## config.mk

```make
export PLATFORM = sky130hd
export DESIGN_NAME = processor_8085_ctrl
export DESIGN_NICKNAME = d
export VERILOG_FILES = /design/src/rtl/processor_8085_ctrl.sv
export SDC_FILE = /design/constraint.sdc
export NUM_CORES = 1
export LEC_CHECK = 0
export ABC_AREA = 1
export CAP_MARGIN = 20
export CELL_PAD_IN_SITES_DETAIL_PLACEMENT = 1
export CELL_PAD_IN_SITES_GLOBAL_PLACEMENT = 2
export CORE_MARGIN = 8
export CORE_UTILIZATION = 28
export DETAILED_ROUTE_END_ITERATION = 10
export PLACE_DENSITY = 0.82
export SYNTH_ARGS = -nofsm -noshare
export SYNTH_HDL_FRONTEND = slang
export SYNTH_SLANG_ARGS = --single-unit
```

## constraint.sdc

```tcl
create_clock -name clk -period 2.2 [get_ports clk]
set_input_delay 0.22 -clock clk [delete_from_list [all_inputs] [get_ports clk]]
set_output_delay 0.22 -clock clk [all_outputs]
set_load 0.03 [all_outputs]
```

## src/rtl/processor_8085_ctrl.sv

```systemverilog
// processor_8085_ctrl
//   Multi-cycle fetch/decode/execute sequencer for the 8085-subset datapath.
//   Owns the program counter and drives the instruction memory. For each
//   instruction it issues one-cycle register-file, accumulator, ALU and flag
//   strobes to the existing datapath.
//
// Ports
//   clk       in   system clock, rising edge
//   rst_n     in   asynchronous active-low reset
//   run       in   sampled only in FETCH; while 0 no new instruction starts
//   mem_data  in   instruction memory read data, valid the cycle after mem_rd
//   cy, z     in   carry / zero flags from the datapath (for conditional jumps)
//   mem_rd    out  instruction memory read strobe
//   mem_addr  out  read address (always equal to pc)
//   pc        out  program counter
//   rf_ra     out  register read index, 0..5 = B..L, 7 = accumulator
//   rf_wa     out  register write index, same encoding
//   rf_we     out  register-file write enable (destinations 0..5)
//   acc_we    out  accumulator write enable
//   alu_op    out  0 ADD,1 ADC,2 SUB,3 SBB,4 ANA,5 XRA,6 ORA,7 CMP
//   alu_src   out  ALU B operand: 0 register, 1 immediate
//   wb_sel    out  write-back source: 0 ALU, 1 reg read, 2 imm, 3 INR/DCR
//   inc_dec   out  0 INR, 1 DCR
//   flag_we   out  flag update enable
//   imm       out  latched first operand byte
//   halted    out  high while in HALT
//   illegal   out  one-cycle pulse in EXEC on an unsupported opcode
//
// state  | meaning
// -------+------------------------------------------------------------
// FETCH  | wait for run, read opcode at pc
// DECODE | latch opcode, choose operand fetch / exec / halt
// OPND   | read next operand byte at pc
// OPLAT  | latch operand byte (only the first one is kept)
// EXEC   | single cycle of datapath strobes, jumps load pc
// HALT   | parked until reset, no reads

module processor_8085_ctrl #(
  parameter int              PC_W     = 8,
  parameter logic [PC_W-1:0] RESET_PC = '0
) (
  input  logic            clk,
  input  logic            rst_n,
  input  logic            run,
  input  logic [7:0]      mem_data,
  input  logic            cy,
  input  logic            z,
  output logic            mem_rd,
  output logic [PC_W-1:0] mem_addr,
  output logic [PC_W-1:0] pc,
  output logic [2:0]      rf_ra,
  output logic [2:0]      rf_wa,
  output logic            rf_we,
  output logic            acc_we,
  output logic [2:0]      alu_op,
  output logic            alu_src,
  output logic [1:0]      wb_sel,
  output logic            inc_dec,
  output logic            flag_we,
  output logic [7:0]      imm,
  output logic            halted,
  output logic            illegal
);

  typedef enum logic [2:0] {
    S_FETCH  = 3'd0,
    S_DECODE = 3'd1,
    S_OPND   = 3'd2,
    S_OPLAT  = 3'd3,
    S_EXEC   = 3'd4,
    S_HALT   = 3'd5
  } state_t;

  localparam logic [7:0] OP_HLT = 8'h76;
  localparam logic [2:0] R_M    = 3'd6;
  localparam logic [2:0] R_A    = 3'd7;

  state_t     state, state_nxt;
  logic [7:0] ir;
  logic [1:0] rem;        // operand bytes still to be fetched
  logic       first_opnd; // next OPLAT holds the byte that goes to imm
  logic       pc_inc;
  logic       jump_take;
  logic [2:0] dst;
  logic [2:0] src;

  assign dst      = ir[5:3];
  assign src      = ir[2:0];
  assign mem_addr = pc;

  // Number of operand bytes following an opcode. Forms naming M are
  // unsupported and therefore treated as single-byte instructions.
  function automatic logic [1:0] opnd_cnt(input logic [7:0] op);
    logic [1:0] n;
    n = 2'd0;
    if (op == 8'hC3 || op == 8'hC2 || op == 8'hCA || op == 8'hD2 || op == 8'hDA)
      n = 2'd2;
    else if (op[7:6] == 2'b00 && op[2:0] == 3'b110 && op[5:3] != R_M)
      n = 2'd1;
    else if (op[7:6] == 2'b11 && op[2:0] == 3'b110)
      n = 2'd1;
    return n;
  endfunction

  always_ff @(posedge clk or negedge rst_n) begin
    if (!rst_n) state <= S_FETCH;
    else        state <= state_nxt;
  end

  always_ff @(posedge clk or negedge rst_n) begin
    if (!rst_n) begin
      pc         <= RESET_PC;
      ir         <= 8'h00;
      imm        <= 8'h00;
      rem        <= 2'd0;
      first_opnd <= 1'b0;
    end else begin
      if (pc_inc)
        pc <= pc + PC_W'(1);
      else if (jump_take)
        pc <= PC_W'(imm);

      if (state == S_DECODE) begin
        ir         <= mem_data;
        rem        <= opnd_cnt(mem_data);
        first_opnd <= 1'b1;
      end

      if (state == S_OPLAT) begin
        // the second byte of a jump is the high address; PC fits in imm
        if (first_opnd) imm <= mem_data;
        first_opnd <= 1'b0;
        rem        <= rem - 2'd1;
      end
    end
  end

  always_comb begin
    state_nxt = state;
    mem_rd    = 1'b0;
    pc_inc    = 1'b0;
    jump_take = 1'b0;
    rf_ra     = 3'd0;
    rf_wa     = 3'd0;
    rf_we     = 1'b0;
    acc_we    = 1'b0;
    alu_op    = 3'd0;
    alu_src   = 1'b0;
    wb_sel    = 2'd0;
    inc_dec   = 1'b0;
    flag_we   = 1'b0;
    halted    = 1'b0;
    illegal   = 1'b0;

    case (state)
      S_FETCH: begin
        if (run) begin
          mem_rd    = 1'b1;
          pc_inc    = 1'b1;
          state_nxt = S_DECODE;
        end
      end

      S_DECODE: begin
        if (mem_data == OP_HLT)
          state_nxt = S_HALT;
        else if (opnd_cnt(mem_data) != 2'd0)
          state_nxt = S_OPND;
        else
          state_nxt = S_EXEC;
      end

      S_OPND: begin
        mem_rd    = 1'b1;
        pc_inc    = 1'b1;
        state_nxt = S_OPLAT;
      end

      S_OPLAT: begin
        state_nxt = (rem > 2'd1) ? S_OPND : S_EXEC;
      end

      S_EXEC: begin
        state_nxt = S_FETCH;
        casez (ir)
          8'b0000_0000: ;  // NOP
          8'b01??_????: begin  // MOV d,s
            if (dst == R_M || src == R_M) begin
              illegal = 1'b1;
            end else begin
              rf_ra  = src;
              rf_wa  = dst;
              wb_sel = 2'd1;
              rf_we  = (dst != R_A);
              acc_we = (dst == R_A);
            end
          end
          8'b00??_?110: begin  // MVI d
            if (dst == R_M) begin
              illegal = 1'b1;
            end else begin
              rf_wa  = dst;
              wb_sel = 2'd2;
              rf_we  = (dst != R_A);
              acc_we = (dst == R_A);
            end
          end
          8'b00??_?10?: begin  // INR d / DCR d
            if (dst == R_M) begin
              illegal = 1'b1;
            end else begin
              rf_ra   = dst;
              rf_wa   = dst;
              wb_sel  = 2'd3;
              inc_dec = ir[0];
              rf_we   = (dst != R_A);
              acc_we  = (dst == R_A);
              flag_we = 1'b1;
            end
          end
          8'b10??_????: begin  // ALU r
            if (src == R_M) begin
              illegal = 1'b1;
            end else begin
              rf_ra   = src;
              rf_wa   = R_A;
              alu_op  = dst;
              acc_we  = (dst != 3'd7);  // CMP only updates flags
              flag_we = 1'b1;
            end
          end
          8'b11??_?110: begin  // ALU immediate
            rf_wa   = R_A;
            alu_op  = dst;
            alu_src = 1'b1;
            acc_we  = (dst != 3'd7);
            flag_we = 1'b1;
          end
          8'hC3: jump_take = 1'b1;
          8'hC2: jump_take = ~z;
          8'hCA: jump_take = z;
          8'hD2: jump_take = ~cy;
          8'hDA: jump_take = cy;
          default: illegal = 1'b1;
        endcase
      end

      S_HALT: begin
        halted = 1'b1;
      end

      default: state_nxt = S_FETCH;
    endcase
  end

endmodule
```

Word level (Yosys, flattened, before mapping)
Cells that the tools add are included.
- multiplexer cells: 61
- shifts and indexed selects: 0
- multiply operators: 0
- divide/modulo/power cells: 0
- bitwise operators: 3
- order comparisons: 1
- eq/ne operators: 29
- reduce and logical (&&, ||, !) cells: 18
- $add $sub $neg: 2
- operators with widths (operator ; count):
    $eq 8x8->1 const B ; 10
    $mux 3 ; 13
    $mux 1 ; 27
    $eq 3x3->1 const B ; 6
    $mux 2 ; 8
    $mux 8 ; 2
    $pmux 3 s5 ; 1
    $pmux 3 s4 ; 1
    $pmux 3 s3 ; 1
    $add 8x1->8 const B ; 1
    $eq 8x7->1 const B ; 1
    $logic_not 8->1 ; 1
    $pmux 1 s4 ; 2
    $reduce_or 7->1 ; 1
    $eq 3x2->1 const B ; 2
    $ne 3x3->1 const B ; 2
    $pmux 2 s3 ; 1
    $pmux 3 s2 ; 1
    $reduce_bool 2->1 ; 3
    $eq 5x3->1 const B ; 1
    $eq 5x5->1 const B ; 1
    $logic_or 1x1->1 ; 5
    $pmux 1 s5 ; 1
    $eq 2x2->1 const B ; 2
    other kinds (14) ; 20
- word-level logic and storage cells: 120
- bits in read-only memories: 0
- memory bits (writable): 0
- bits in latches: 0
- memories: 0
- register bits after elaboration: 30
- input port bits: 13

Logic depth before layout (Yosys ltp)
- depth in word-level cells: 12
- mapped depth: 10
- mapped depth without buffers: 10

Least setup slack after synthesis
OpenSTA, ideal clock, no wires.
- kind: flip-flop to output port
- from: register ir[0]
- to: output port alu_op[0]
- data required time: 1.980 ns
- cell stages (with the launch flop): 10
- data arrival time: 1.761 ns
- setup slack: 0.219 ns
- buffers on the path: 0
- cell sequence: dfrtp_1 -> inv_1 -> nand2_1 -> inv_1 -> nand2_1 -> inv_1 -> nand2_1 -> o21ai_0 -> inv_1 -> nor3_1
- longest elaborated chain between the ends: 4
- elaborated cells between the ends (all ways): 5
- those cells by class: eq/ne: 2; mux: 3
- RTL lines (element ; RTL line ; source):
    start: declaration ; 79 ; logic [7:0] ir;
    start signal: assignment ; 124 ; ir <= mem_data;
    $eq 3x3->1 ; 222 ; if (src == R_M) begin
    $mux 3 ; 222 ;
    $pmux 3 s2 (*) ; 185 ; casez (ir)
    $mux 3 (*) ; 155 ; case (state)
    end: declaration ; 55 ; output logic [2:0] alu_op,
Every way passes the cells marked *; elsewhere a longest branch is shown, timed or not.

Final worst setup path
- from: register ir[6]
- to: output port rf_we
- longest elaborated chain between the ends: 4
- elaborated cells between the ends (all ways): 6
- those cells by class: eq/ne: 3; mux: 2; reduce/logical: 1
- RTL lines (element ; RTL line ; source):
    $eq 5x3->1 / $eq 4x2->1 (equally long branches) ; 185 ;
    $reduce_or 2->1 (no line) ; -- ;
    $pmux 1 s2 (*) ; 185 ;
    $mux 1 (*) ; 155 ;
    end: declaration ; 53 ; output logic rf_we,
Marked as above.

==> run summary <==
mux cell area share after synthesis -> 2.60%
vias in the first global route -> 2,183
CP startpoint -> ir[6]
initial antenna violation count -> 0
CTS root buf -> clkbuf_8
CTS clk-pin slew, worst paths -> 0.07 ns
Rows -> 31
final worst slack -> 0.150 ns
pre-CTS setup slack -> 0.0364 ns
Core ar. -> 7140 um2
clock sink count -> 30
Syn Nets -> 302
Slew Viols, Final -> 0
# diodes -> 0
routed wire length -> 6580 um
Netlist cell types -> 33
Congestion Overflow GR -> 0
Crit Path Class -> reg -> out
worst-margin pin slew -> 0.446 ns
Hold WC Path Type -> in -> async
routability cong. -> 0.939
CTS tree -> built
largest area contributor in the netlist -> dfrtp_1
Vias -> 2,143
Final HPWL DP -> 5270 um
Synth Cell Area -> 2020 um2
Die Height -> 101 um
status -> finished clean
layout cells sized above 1 -> 16.8%
drt wl/cell -> 14.6 um
met2 routed WL -> 3040 um
fin crit period -> 2.05 ns
H-tree depth -> 2
gr usage total -> 13.5%
main combinational cell family by area after synthesis -> simple AND/OR/NAND/NOR gates
setup TNS -> 0 ns
Max FO, Critical Path -> 5
Leak -> 1.33 nW
clk_skew -> 0.00649 ns
xor/xnor share of the synthesized area -> 0.433%
CP startpoint kind -> register
Met3 Routed Length -> 381 um
CP arrival -> 1.83 ns
Post-synth top flop -> dfrtp_1
Max-slew headroom -> 70.2%
num ports -> 56
Detail Route Antenna Nets -> 0
period utilization -> 93.2%
met1 WL -> 3030 um
fill count -> 928
DP Cell Count -> 441
flip-flop and latch count after synthesis -> 30
register area share after synthesis -> 37.1%
most frequent cells in the layout -> nand2_1, clkdlybuf4s50_1, nor2_1
Worst R2R Path Depth -> 9
top layer in use -> met4
Worst path top cell family by delay -> buffers and inverters
final net count -> 365
VDD IR max -> 0.000410 V
compound-gate portion of the synthesized area -> 13.5%
R2R Path Start -> state[1]
clock buffer count from CTS -> 5
Area contributors post-synth -> dfrtp_1, nand2_1, nand3_1
Final Hold Viols -> 0
Ys Warns -> 0
Fmax achieved -> 488 MHz
adder-cell share of the synthesized area -> 1.24%
Crit path largest cell delay -> 0.40 ns
critical path, cell by cell -> inv_1 > nor2_1 > inv_1 > o21ai_2 > nand2_1 > nor2_1 > dlygate4sd2_1
RSZ-0062 raised after global routing -> yes
# Max-Cap Violations -> 0
CP bufs+invs -> 3
largest net degree at the start of global routing -> 31
Longest Clk Path Bufs -> 2
Critical Path End Type -> output port
DIE WIDTH -> 101 um
WP data required -> 1.98 ns
most common cell after layout, fill and taps aside -> nand2_1
global-route wire length before repair -> 10,900 um
async set-reset flop share out of synthesis -> 100%
DRT Pass-1 Iters -> 4
fin cells -> 450
Post-Synthesis Cells -> 287
worst reg-to-reg setup slack -> 0.49 ns
Iteration-0 DRC Markers -> 49
post-synthesis simple-gate area fraction -> 33.8%
Initial Util -> 28.3%
Reg2Reg Capture Point -> mem_addr[4]
PD cells -> 1530 nW/um2
Skew-Pair Late Insertion Delay -> 0.28 ns
Via density -> 4.76
Die ar. -> 10,200 um2
buffers added on ports -> 55
final setup vio count -> 0
Synth top area share -> 37.1%
Area Overhead vs Synth -> 37.0%
slowest CP cell -> dfrtp_1
Post-synth EDFFs -> 0
DRC errors left -> 0
Synth Area per Inst -> 7.05 um2
CTS Hold Bufs -> 0
through the flow:
stage / instance area (um2) / hold slack, ns / total power, W / util [%]
global placement: 2670 / 0.509 / 0.00376 / 37.4
detailed placement: 2670 / 0.514 / 0.00380 / 37.4
CTS: 2750 / 0.348 / 0.00427 / 38.6
global route: 2770 / 0.373 / 0.00460 / 38.8
finish: 2770 / 0.333 / 0.00425 / 38.8
floorplan: 2020 / -0.0756 / 0.00281 / -
synth_stat cells, drive strengths merged, types with 2 or more instances:
| library cell | number |
|---|---|
| nand2 | 76 |
| nor2 | 37 |
| inv | 35 |
| dfrtp | 30 |
| o21ai | 28 |
| nand3 | 27 |
| buf | 12 |
| a21oi | 10 |
| nor3 | 10 |
| mux2 | 4 |
| a22o | 2 |
| and2 | 2 |
| ha | 2 |
| nand4 | 2 |
| o211ai | 2 |
kinds of logic (layout without fill, tap and decap cells):
group                    after synthesis  count (layout)
AND/OR/NAND/NOR                      155             155
buffers and inverters                 48             112
AO/OA/AOI/OAI                         47              47
flip-flops                            30              30
multiplexers                           4               4
adder cells (fa/ha/maj)                2               2
XOR/XNOR                               1               1
report_power, final:
part | total [W] | switching, W | internal (W)
Combinational | 0.00271 | 0.00169 | 0.00102
Sequential | 0.00108 | 0.000268 | 0.000810
Clock | 0.000463 | 0.000211 | 0.000252
Total | 0.00425 | 0.00217 | 0.00208
layout make-up:
type | count | area, um2 | share of cell area [%]
multi-input cells | 209 | 1060 | 38.2
well taps | 99 | 124 | 4.47
clock inverters | 1 | 5.00 | 0.181
repair buffers | 69 | 614 | 22.2
flip-flops and latches | 30 | 751 | 27.1
inverters | 35 | 131 | 4.74
clock buffers | 7 | 86.3 | 3.12
routing by layer:
layer | vias to the layer above | global-route usage [%]
li1 | 1051 | -
met1 | 1029 | 16.5
met2 | 52 | 22.5
met3 | 11 | 3.38
met4 | 0 | 4.35
met5 | - | 0
flip-flops by register name (all words and copies together), names as in the netlist:
signal      flops
ir              8
mem_addr        8
rem             2
state           3
first_opnd      1
imm             8
worst max-delay path by stage:
stage                 to  depth (start not counted)  slack [ns]
5_1_grt         rf_wa[1]                          8     -0.0007
3_3_place_gp   wb_sel[0]                          6        0.03
3_5_place_dp   wb_sel[0]                          6        0.04
6_report           rf_we                          7        0.15
2_1_floorplan  alu_op[0]                          9        0.22
4_1_cts        alu_op[1]                         10       0.002
what timing repair did:
item / in CTS / in global routing
buffers inserted: 0 / 1
endpoints found under the setup margin: 6 / 12
pin swaps: 0 / 2
resized for setup: 6 / 13
hold endpoints to repair: 0 / 0
(Power assumes the default switching activity.)
